### config.mk
export PLATFORM = sky130hd
export DESIGN_NAME = touch_pad_reader
export DESIGN_NICKNAME = d
export VERILOG_FILES = /design/src/rtl/touch_pad_reader.sv
export SDC_FILE = /design/constraint.sdc
export NUM_CORES = 1
export LEC_CHECK = 0
export ABC_AREA = 1
export CORE_MARGIN = 2
export CORE_UTILIZATION = 37
export CTS_CLUSTER_DIAMETER = 50
export DETAILED_ROUTE_END_ITERATION = 8
export GPL_ROUTABILITY_DRIVEN = 0
export GPL_TIMING_DRIVEN = 0
export PLACE_DENSITY = 0.61
export SYNTH_ARGS = -nofsm -noshare
export SYNTH_HDL_FRONTEND = slang
export SYNTH_SLANG_ARGS = --single-unit
### constraint.sdc
create_clock -name clk -period 3.6 [get_ports clk]
set_clock_uncertainty 0.2 [all_clocks]
set_input_delay 0.36 -clock clk [delete_from_list [all_inputs] [get_ports clk]]
set_output_delay 0.36 -clock clk [all_outputs]
set_load 0.005 [all_outputs]
### src/rtl/touch_pad_reader.sv
// touch_pad_reader
//   Samples raw touch pad levels, synchronises them through two flops,
//   debounces each pad with its own counter and turns every accepted
//   level change into a press/release event on a valid/ready port.
//
// Ports
//   clk        system clock
//   rst        synchronous active-high reset
//   pad_i      raw asynchronous pad levels, 1 = touched
//   state_o    debounced pad levels
//   evt_valid  event available
//   evt_ready  consumer accepts the presented event
//   evt_pad    index of the pad that changed
//   evt_press  1 = press (0->1), 0 = release (1->0)
//   overflow_o sticky: an event was merged into an undelivered one
//   ovf_clear  clears overflow_o (a simultaneous set wins)
module touch_pad_reader #(
    parameter int NUM_PADS        = 4,
    parameter int IDX_W           = 2,
    parameter int DEBOUNCE_CYCLES = 480000,
    parameter int CNT_W           = 20
) (
    input  logic                clk,
    input  logic                rst,
    input  logic [NUM_PADS-1:0] pad_i,
    output logic [NUM_PADS-1:0] state_o,
    output logic                evt_valid,
    input  logic                evt_ready,
    output logic [IDX_W-1:0]    evt_pad,
    output logic                evt_press,
    output logic                overflow_o,
    input  logic                ovf_clear
);

    localparam logic [CNT_W-1:0] CNT_TC = CNT_W'(DEBOUNCE_CYCLES - 1);

    logic [NUM_PADS-1:0] sync1_q, sync2_q;
    logic [NUM_PADS-1:0] state_q, state_d;
    logic [NUM_PADS-1:0] pend_q, pend_d;
    logic [NUM_PADS-1:0] kind_q, kind_d;
    logic [NUM_PADS-1:0] flip, drain;
    logic [CNT_W-1:0]    cnt_q [NUM_PADS];
    logic [CNT_W-1:0]    cnt_d [NUM_PADS];

    logic             evt_valid_q, evt_valid_d;
    logic [IDX_W-1:0] evt_pad_q, evt_pad_d;
    logic             evt_press_q, evt_press_d;
    logic             ovf_q, ovf_d;

    logic             load;
    logic             sel_found;
    logic [IDX_W-1:0] sel_idx;

    // Debounce: any cycle where the synchronised level agrees with the
    // accepted level restarts the count, so only an unbroken run flips.
    always_comb begin
        for (int i = 0; i < NUM_PADS; i++) begin
            flip[i]  = 1'b0;
            cnt_d[i] = '0;
            if (sync2_q[i] != state_q[i]) begin
                if (cnt_q[i] == CNT_TC) begin
                    flip[i] = 1'b1;
                end else begin
                    cnt_d[i] = cnt_q[i] + 1'b1;
                end
            end
        end
        state_d = state_q ^ flip;
    end

    // The output register refills whenever it is empty or being consumed.
    // Descending scan so the lowest pending index wins.
    always_comb begin
        load      = !evt_valid_q || evt_ready;
        sel_found = 1'b0;
        sel_idx   = '0;
        for (int i = NUM_PADS - 1; i >= 0; i--) begin
            if (pend_q[i]) begin
                sel_found = 1'b1;
                sel_idx   = IDX_W'(i);
            end
        end
        for (int i = 0; i < NUM_PADS; i++) begin
            drain[i] = load && sel_found && (sel_idx == IDX_W'(i));
        end
    end

    // A flip on the pad being drained re-arms it rather than merging.
    always_comb begin
        pend_d = (pend_q & ~drain) | flip;
        kind_d = (kind_q & ~flip) | (state_d & flip);

        evt_valid_d = evt_valid_q;
        evt_pad_d   = evt_pad_q;
        evt_press_d = evt_press_q;
        if (load) begin
            evt_valid_d = sel_found;
            if (sel_found) begin
                evt_pad_d   = sel_idx;
                evt_press_d = kind_q[sel_idx];
            end
        end

        ovf_d = ovf_q;
        if (ovf_clear) begin
            ovf_d = 1'b0;
        end
        if (|(flip & pend_q & ~drain)) begin
            ovf_d = 1'b1;
        end
    end

    always_ff @(posedge clk) begin
        if (rst) begin
            sync1_q     <= '0;
            sync2_q     <= '0;
            state_q     <= '0;
            pend_q      <= '0;
            kind_q      <= '0;
            evt_valid_q <= 1'b0;
            evt_pad_q   <= '0;
            evt_press_q <= 1'b0;
            ovf_q       <= 1'b0;
            for (int i = 0; i < NUM_PADS; i++) begin
                cnt_q[i] <= '0;
            end
        end else begin
            sync1_q     <= pad_i;
            sync2_q     <= sync1_q;
            state_q     <= state_d;
            pend_q      <= pend_d;
            kind_q      <= kind_d;
            evt_valid_q <= evt_valid_d;
            evt_pad_q   <= evt_pad_d;
            evt_press_q <= evt_press_d;
            ovf_q       <= ovf_d;
            for (int i = 0; i < NUM_PADS; i++) begin
                cnt_q[i] <= cnt_d[i];
            end
        end
    end

    assign state_o    = state_q;
    assign evt_valid  = evt_valid_q;
    assign evt_pad    = evt_pad_q;
    assign evt_press  = evt_press_q;
    assign overflow_o = ovf_q;

endmodule

Yosys cells after proc, flatten, opt, wreduce, memory -nomap -nowiden
Memories as Yosys holds them, arrays and structs flattened.
Cells that the tools add are included.

operators by class
  equality and inequality tests = 11
  order comparisons = 1
  reduce and logical (&&, ||, !) cells = 11
  add/subtract/negate cells = 4
  bitwise operators = 14
  muxes and demuxes = 35

operators with widths
  cell                                                number
  two-way mux 20 bit                                  12
  adder 20 x 1 -> 20 bit, second input constant       4
  == test 20 x 19 -> 1 bit, second input constant     4
  bitwise AND 4 bit                                   5
  two-way mux 1 bit                                   18
  two-way mux 2 bit                                   4
  inverter 4 bit                                      2
  OR 4 bit                                            2
  logical AND 1 bit                                   5
  == test 2 bit, second input constant                2
  inequality test 1 bit                               4
  OR 1 bit                                            4
  OR reduction 4 bit                                  1
  XOR 4 bit                                           1
  < comparator 2 x 3 -> 1 bit, second input constant  1
  binary-select mux 1 bit (select 2 bit)              1
  == test 2 x 1 -> 1 bit, second input constant       1
  logical NOT 2 bit                                   1
  AND reduction 2 bit                                 1
  nonzero test 2 bit                                  1
  logical NOT 1 bit                                   1
  logical OR 1 bit                                    1

storage, ports and cells
  memory bits (writable) = 80
  memories = 1
  input port bits = 8
  word-level logic and storage cells = 86
  register bits = 25

memory list
  name   words  width  rd ports  clocked after memory_dff  write ports  RTL line  text
  cnt_q  4      20     4         0                         4            42        logic [CNT_W-1:0] cnt_q [NUM_PADS];

Depth between registers and ports, before layout
  depth after elaboration = 10
  mapped depth = 10

Worst setup path after synthesis
Ideal clock, no wire load.

  kind = register -> register
  start = mem cnt_q[1][0]
  end = mem cnt_q[1][14]
  required time = 3.278 ns
  setup slack = 1.870 ns
  data arrival time = 1.409 ns
  cell stages (with the launch flop) = 9
  period minus slack after synthesis = 1.730 ns
  path through = dfxtp_1 ha_1 nand2_1 nor2_4 nand2_4 nor3_4 nand3b_1 buf_6 a21oi_1

RTL lines
  what                RTL line
  start: declaration  42

==> impl_metrics.toml <==
[timing]
drv_slew = 0
max_freq_mhz = 513
post-route-min-period_ps = 1950
fin_tns_setup_ps = 0
max-slew-margin-rel = 0.672
hold_ws_ps = 201
finalSetupViolations = 0
rsz0062_at_grt = "no"
hold_violations = 0
period_share = 0.542
tightest_slew_ps = 492

[hold_path]
whs_endpoint = "sync2_q[1]"
min_path_cells = 2
worstHoldStart = "sync1_q[1]"
hold_class = "reg2reg"

[yosys]
seq_area_frac_synth = 0.429
synth_flop_cell = "dfxtp_1"
syn_inst = 671
synth_top_area_frac = 0.429
synth.ff_latch_count = 105
avgSynthCellArea_um2 = 7.31
syn_area_mm2 = 0.00490
synthArstFlopShare = 0
yosysTopAreaCell = "dfxtp_1"
yosysMostFrequentCell = "nand2_1"
synth_area_leaders = "dfxtp_1 43%, nand2_1 9.9%, nor2_1 8.4%, inv_1 7.5%, a21oi_1 4.8%"
synth_edf_count = 0
synth_common_cells = "129 x nand2_1, 110 x nor2_1, 105 x dfxtp_1"
ys_types = 36
synthesis.nets = 683
yosysWarningCount = 0

[route]
route.vias.total = 4035
antenna_left = 0
wire_per_inst_um = 10.5
routed_wl_mm = 9.22
drt_iter0_markers = 100
route.detailed.drc = 0
viasPerCell = 4.59
dr.pass1.iters = 5

[critical_path]
worst_setup_path_start_kind = "flip-flop"
required_ps = 3630
crit_chain = "ha_1 > nand2_1 > nor3_2 > nand2_1 > nand3_1 > buf_4 > o21bai_1 > a21oi_1"
reg2reg_depth = 8
cp_max_fo = 10
r2r-end = "cnt_q[0][14]"
cpPeakStageDelay_ps = 350
critPathCaptureType = "flip-flop"
cpMostUsedCell = "nand2_1"
r2r-start = "cnt_q[0][0]"
crit_slowest_cell = "dfxtp_1"
cp.arrival_ps = 1980
reg2reg_slack_ps = 1650
worstSetupPathType = "reg2reg"

[clocking]
clockRootBuffer = "clkbuf_16"
cts_buffers = 9
clk-insertion-delay-late_ps = 350
cts_setup_buffers = 0
cts.clk_slew.worst_paths_ps = 70
cts_max_level = 3
cts_tree = "built"
clockBufferDepth = 2
hold_buffers = 0
post_cts_resized = 0
clkSinkCount = 105

[pwr]
p_leak_nw = 1.97
peakVddDrop_mv = 0.188
power_mw = 2.37
p_per_area_mw_per_mm2 = 421

[die]
io-pin-count = 17
dieArea_mm2 = 0.0142
fp.dieH_um = 119
core_mm2 = 0.0131
start_util = 0.375
row_count = 42
die_w_um = 119

[cells_and_area]
syn_to_final_growth_pct = 15.1
fill_cells = 1323
drive_gt1_frac = 0.0825
diodes = 0
final_net_count = 710
finish.utilization = 0.431

[grt]
antenna_found_initial = 0
overflow = 0
grt_pass1_wl_mm = 16.4
track_usage = 0.139
grt_pass1_vias = 3914
grt_max_degree = 17

[flow_run]
max-cap-violations = 0

[placed_design]
dp_hpwl_mm = 6.90
port-buffer-count = 16

[status]
status = "finished clean"
## report_power, final
group / switching, mW / total, mW / leakage [nW] / internal [mW]
Combinational: 0.0198 / 0.0349 / 0.945 / 0.0151
Clock: 0.422 / 1.17 / 0.176 / 0.748
Sequential: 0.00310 / 1.17 / 0.847 / 1.17
Total: 0.445 / 2.37 / 1.97 / 1.93
## stage by stage
step	setup WS [ps]	instances	cell area [um2]
detailed placement	1490	863	5280
global placement	1530	863	5280
CTS	1640	879	5640
floorplan	1870	671	4900
global route	1410	879	5640
finish	1650	879	5640
## critical path: cells and delay by family, from the launching register on
| kind | cells | cell delay, ps |
|---|---|---|
| flip-flops | 1 | 350 |
| buffers and inverters | 1 | 180 |
| AO/OA/AOI/OAI | 2 | 170 |
| AND/OR/NAND/NOR | 4 | 710 |
| adder cells (fa/ha/maj) | 1 | 220 |
## cell type report
type | instances | area [um2] | area share
multi-input cells | 458 | 2360 | 0.419
flip-flops and latches | 105 | 2100 | 0.373
inverters | 98 | 368 | 0.0652
clock buffers | 10 | 229 | 0.0406
well taps | 176 | 220 | 0.0390
repair buffers | 16 | 160 | 0.0284
clock inverters | 6 | 130 | 0.0231
plain buffers | 10 | 70.1 | 0.0124
## routing by layer
metal / GRT usage / up-vias / part of all wire
li1: - / 2171 / -
met1: 0.174 / 1817 / 0.50
met2: 0.234 / 35 / 0.45
met3: 0.0244 / 12 / 0.025
met4: 0.0647 / 0 / 0.019
met5: 0 / - / 0
## cell families after synthesis
kind of cell               after synthesis  synth area share
and+or+nand+nor                        348             0.334
DFF                                    105             0.429
xor gates and xnor gates                30            0.0536
buffers and inverters                  108            0.0893
AOI/OAI and AO/OA                       76            0.0845
adders and majority gates                4            0.0102
## worst max path at each step
stage / startpoint / end
2_1_floorplan: cnt_q[1][0] / cnt_q[1][14]
3_3_place_gp: evt_ready / overflow_o
3_5_place_dp: evt_ready / overflow_o
4_1_cts: cnt_q[0][0] / cnt_q[0][10]
5_1_grt: cnt_q[0][0] / cnt_q[0][19]
6_report: cnt_q[0][0] / cnt_q[0][14]
## cell usage in the layout, fill, tap and decap left out, types with 3 or more instances in the layout
| master | Yosys | layout |
|---|---|---|
| o21ai_0 | 17 | 17 |
| nand2_1 | 129 | 129 |
| inv_1 | 98 | 98 |
| clkbuf_1 | 2 | 3 |
| nor3_1 | 21 | 21 |
| nand2_2 | 5 | 5 |
| clkdlybuf4s50_1 | 0 | 16 |
| nor2_4 | 6 | 6 |
| nor3_4 | 3 | 3 |
| ha_1 | 4 | 4 |
| nor2_1 | 110 | 110 |
| xnor2_1 | 10 | 10 |
| xor2_1 | 20 | 20 |
| buf_4 | 4 | 4 |
| nor3b_1 | 5 | 5 |
| nor3_2 | 4 | 4 |
| nand3_1 | 28 | 28 |
| nand4_1 | 14 | 14 |
| a211oi_1 | 3 | 3 |
| or2_0 | 5 | 5 |
| clkbuf_16 | 0 | 9 |
| o21bai_1 | 3 | 3 |
| bufinv_16 | 0 | 4 |
| or2_2 | 6 | 6 |
| a21oi_1 | 47 | 47 |
| nand2_4 | 3 | 3 |
| dfxtp_1 | 105 | 105 |
## sequential cells by signal, summed over array words and instances, names as in the netlist, named ones only
| register | cells |
|---|---|
| cnt_q | 80 |
| evt_pad | 2 |
| evt_press | 1 |
| sync1_q | 4 |
| evt_valid | 1 |
| state_o | 4 |
| sync2_q | 4 |
| pend_q | 4 |
| overflow_o | 1 |
Note: power is estimated with default switching activity, not from simulation.
==> RTL edit, RTL diff (config.mk and constraints unchanged) <==
Set the parameter `IDX_W` to 3 (it was 2).
--- a/src/rtl/touch_pad_reader.sv
+++ b/src/rtl/touch_pad_reader.sv
@@ -16,7 +16,7 @@
 //   ovf_clear  clears overflow_o (a simultaneous set wins)
 module touch_pad_reader #(
     parameter int NUM_PADS        = 4,
-    parameter int IDX_W           = 2,
+    parameter int IDX_W           = 3,
     parameter int DEBOUNCE_CYCLES = 480000,
     parameter int CNT_W           = 20
 ) (
Ports: changed (resized evt_pad); port bits go from 17 to 18. No check against the original RTL was run, so the function may have changed too.
==> RTL edit against the original RTL <==
  * Area after synthesis grew 2.8%
  * Setup slack got worse by 0.019 ns
  * Wire length grew 5.0%
  * Critical endpoint unchanged
  * First-iteration DRC count grew 120%
  * Cell area rose by 1.4%
  * Synthesized cell count grew 6.1%
  * Sequential cell count unchanged
  * Cell count up 4.7%
  * Total power is 7.0% lower
==> RTL edit: results (changes against the original RTL) <==
Run status
  – Status: finished, final reports clean

Synth
  – Post-synthesis mux area share: 0% (unchanged)
  – Post-Synth Adder-Cell Area: 0.9933% (-0.027 points)
  – Yosys cell types: 36 (unchanged)
  – Xor/xnor share of the synthesized area: 4.172% (-1.2 points)
  – Ys flop type: dfxtp_1
  – Post-synthesis sequential area ratio: 41.72% (-1.1 points)
  – FFs w/ async S/R, synth: 0% (unchanged)
  – Post-synth top cells: nand2_1, inv_1, dfxtp_1, nor2_1, a21oi_1
  – Synth area leaders: dfxtp_1, nand2_1, inv_1, nor2_1, a21oi_1
  – Yosys warns: 0 (unchanged)
  – Syn nets: 724 (+6.0%)
  – Compound-gate portion of the synthesized area: 8.642% (+0.20 points)

Pwr
  – Switching share of power: 21.79% (+3.0 points)
  – Worst vdd ir: 0.3029 mV (+61%)
  – P_leak: 1.944 nW (-1.3%)

Hold path
  – Hold Path End: sync2_q[1]$_SDFF_PP0_
  – Hold Startpoint: sync1_q[1]$_SDFF_PP0_
  – Min-Delay Path Class: flip-flop to flip-flop
  – Hold path depth: 2 (unchanged)

Clocking
  – Post-CTS sizing: 0 (unchanged)
  – Total CTS buffers: 9 (unchanged)
  – Skew-Pair Late Insertion Delay: 0.35 ns (about the same)
  – Root Buffer: clkbuf_16
  – Clk slew on worst S/H paths: 0.07 ns (about the same)
  – Clock buffer depth: 2 (unchanged)
  – Post-CTS Setup Bufs: 0 (unchanged)
  – H-tree depth: 3 (unchanged)

Final layout
  – Largest register FFs: 80 (unchanged)
  – Antenna cells: 0 (unchanged)
  – Fill count: 1365 (+3.2%)
  – Largest Register: cnt_q
  – Layout cells sized above 1: 8.333% (+0.083 points)
  – Fin nets: 751 (+5.8%)

Timing
  – Slew @ Worst Pin: 0.6221 ns (+0.1304 ns)
  – WHS: 0.2035 ns (+0.002272 ns)

Worst setup path
  – CP arrival: 2.01 ns (+0.03 ns)
  – CP max FO: 10 (unchanged)
  – Worst R2R Path Depth: 8 (unchanged)
  – Worst setup startpoint: cnt_q[0][0]$_SDFF_PP0_
  – Crit path to: cnt_q[0][14]$_SDFF_PP0_
  – Reg-to-reg setup timing slack: 1.63 ns (-0.02 ns)
  – Critical path class: flip-flop to flip-flop

Placed design
  – HPWL after DPL: 7.065 mm (+2.3%)
  – Buffers on Ports: 16 (unchanged)

Drt
  – Vias: 4253 (+5.4%)
  – DRT Pass-1 Iters: 4 (-1)
  – DRT Wirelength: 9.682 mm (+5.0%)
  – DR iter-0 viols: 217 (+120%)

Global routing
  – Number of global-route vias before repair: 3871 (-1.1%)
  – Gr usage total: 14.26% (+0.33 points)
  – Largest net degree at the start of global routing: 19 (+2)
  – Antenna violations before repair: 0 (unchanged)
  – First-pass GRT wire length: 17.04 mm (+3.7%)
RTL edit: layout make-up:
type | instances | area [sq um] | area share [%]
Multi-Input combinational cell | 484 | 2444 | 42.71
Sequential cell | 105 | 2102 | 36.74
Inverter | 111 | 416.7 | 7.282
Clock buffer | 9 | 225.2 | 3.936
Tap cell | 176 | 220.2 | 3.849
Timing Repair Buffer | 16 | 160.2 | 2.799
Clock inverter | 7 | 77.57 | 1.356
Buffer | 12 | 76.32 | 1.334
RTL edit: logic make-up (layout without fill, tap and decap cells):
group           count (synthesis)  count (layout)
compound gates                 81              81
other cells                     1               1
xor+xnor                       24              24
buf+inv                       123             155
fa+ha+maj                       4               4
flops                         105             105
simple gates                  374             374
RTL edit: power groups by stage:
stage	clock (W)	sequential, W	combinational [W]
after floorplan	0	0.00120	0.0000225
after global placement	0	0.00120	0.0000379
after detailed placement	0	0.00120	0.0000379
after CTS	0.00104	0.00117	0.0000380
after global routing	0.00108	0.00117	0.0000423
final	0.00100	0.00117	0.0000373
RTL edit: stage by stage:
step / setup slack, ns / area [sq um] / std cells / utilization (%)
floorplan: 1.878 / 5039 / 712 / -
global placement: 1.325 / 5419 / 904 / 40.76
detailed placement: 1.319 / 5419 / 904 / 40.76
CTS: 1.605 / 5722 / 920 / 43.04
global route: 1.449 / 5722 / 920 / 43.04
finish: 1.631 / 5722 / 920 / 43.04
RTL edit: layer usage:
metal,global-route usage (%),share of wire (%),vias to the layer above
li1,-,-,2317
met1,19.01,52,1885
met2,22.32,44,45
met3,4.340,2.9,6
met4,3.997,1.1,0
met5,0,0,-
RTL edit: critical path: stages (launching register included):
cell	delay (ns)
dfxtp_1	0.35
ha_1	0.22
nand2_1	0.16
nor3_4	0.34
nand3_2	0.15
nand3_1	0.10
buf_4	0.18
a21oi_1	0.05
o21a_1	0.11
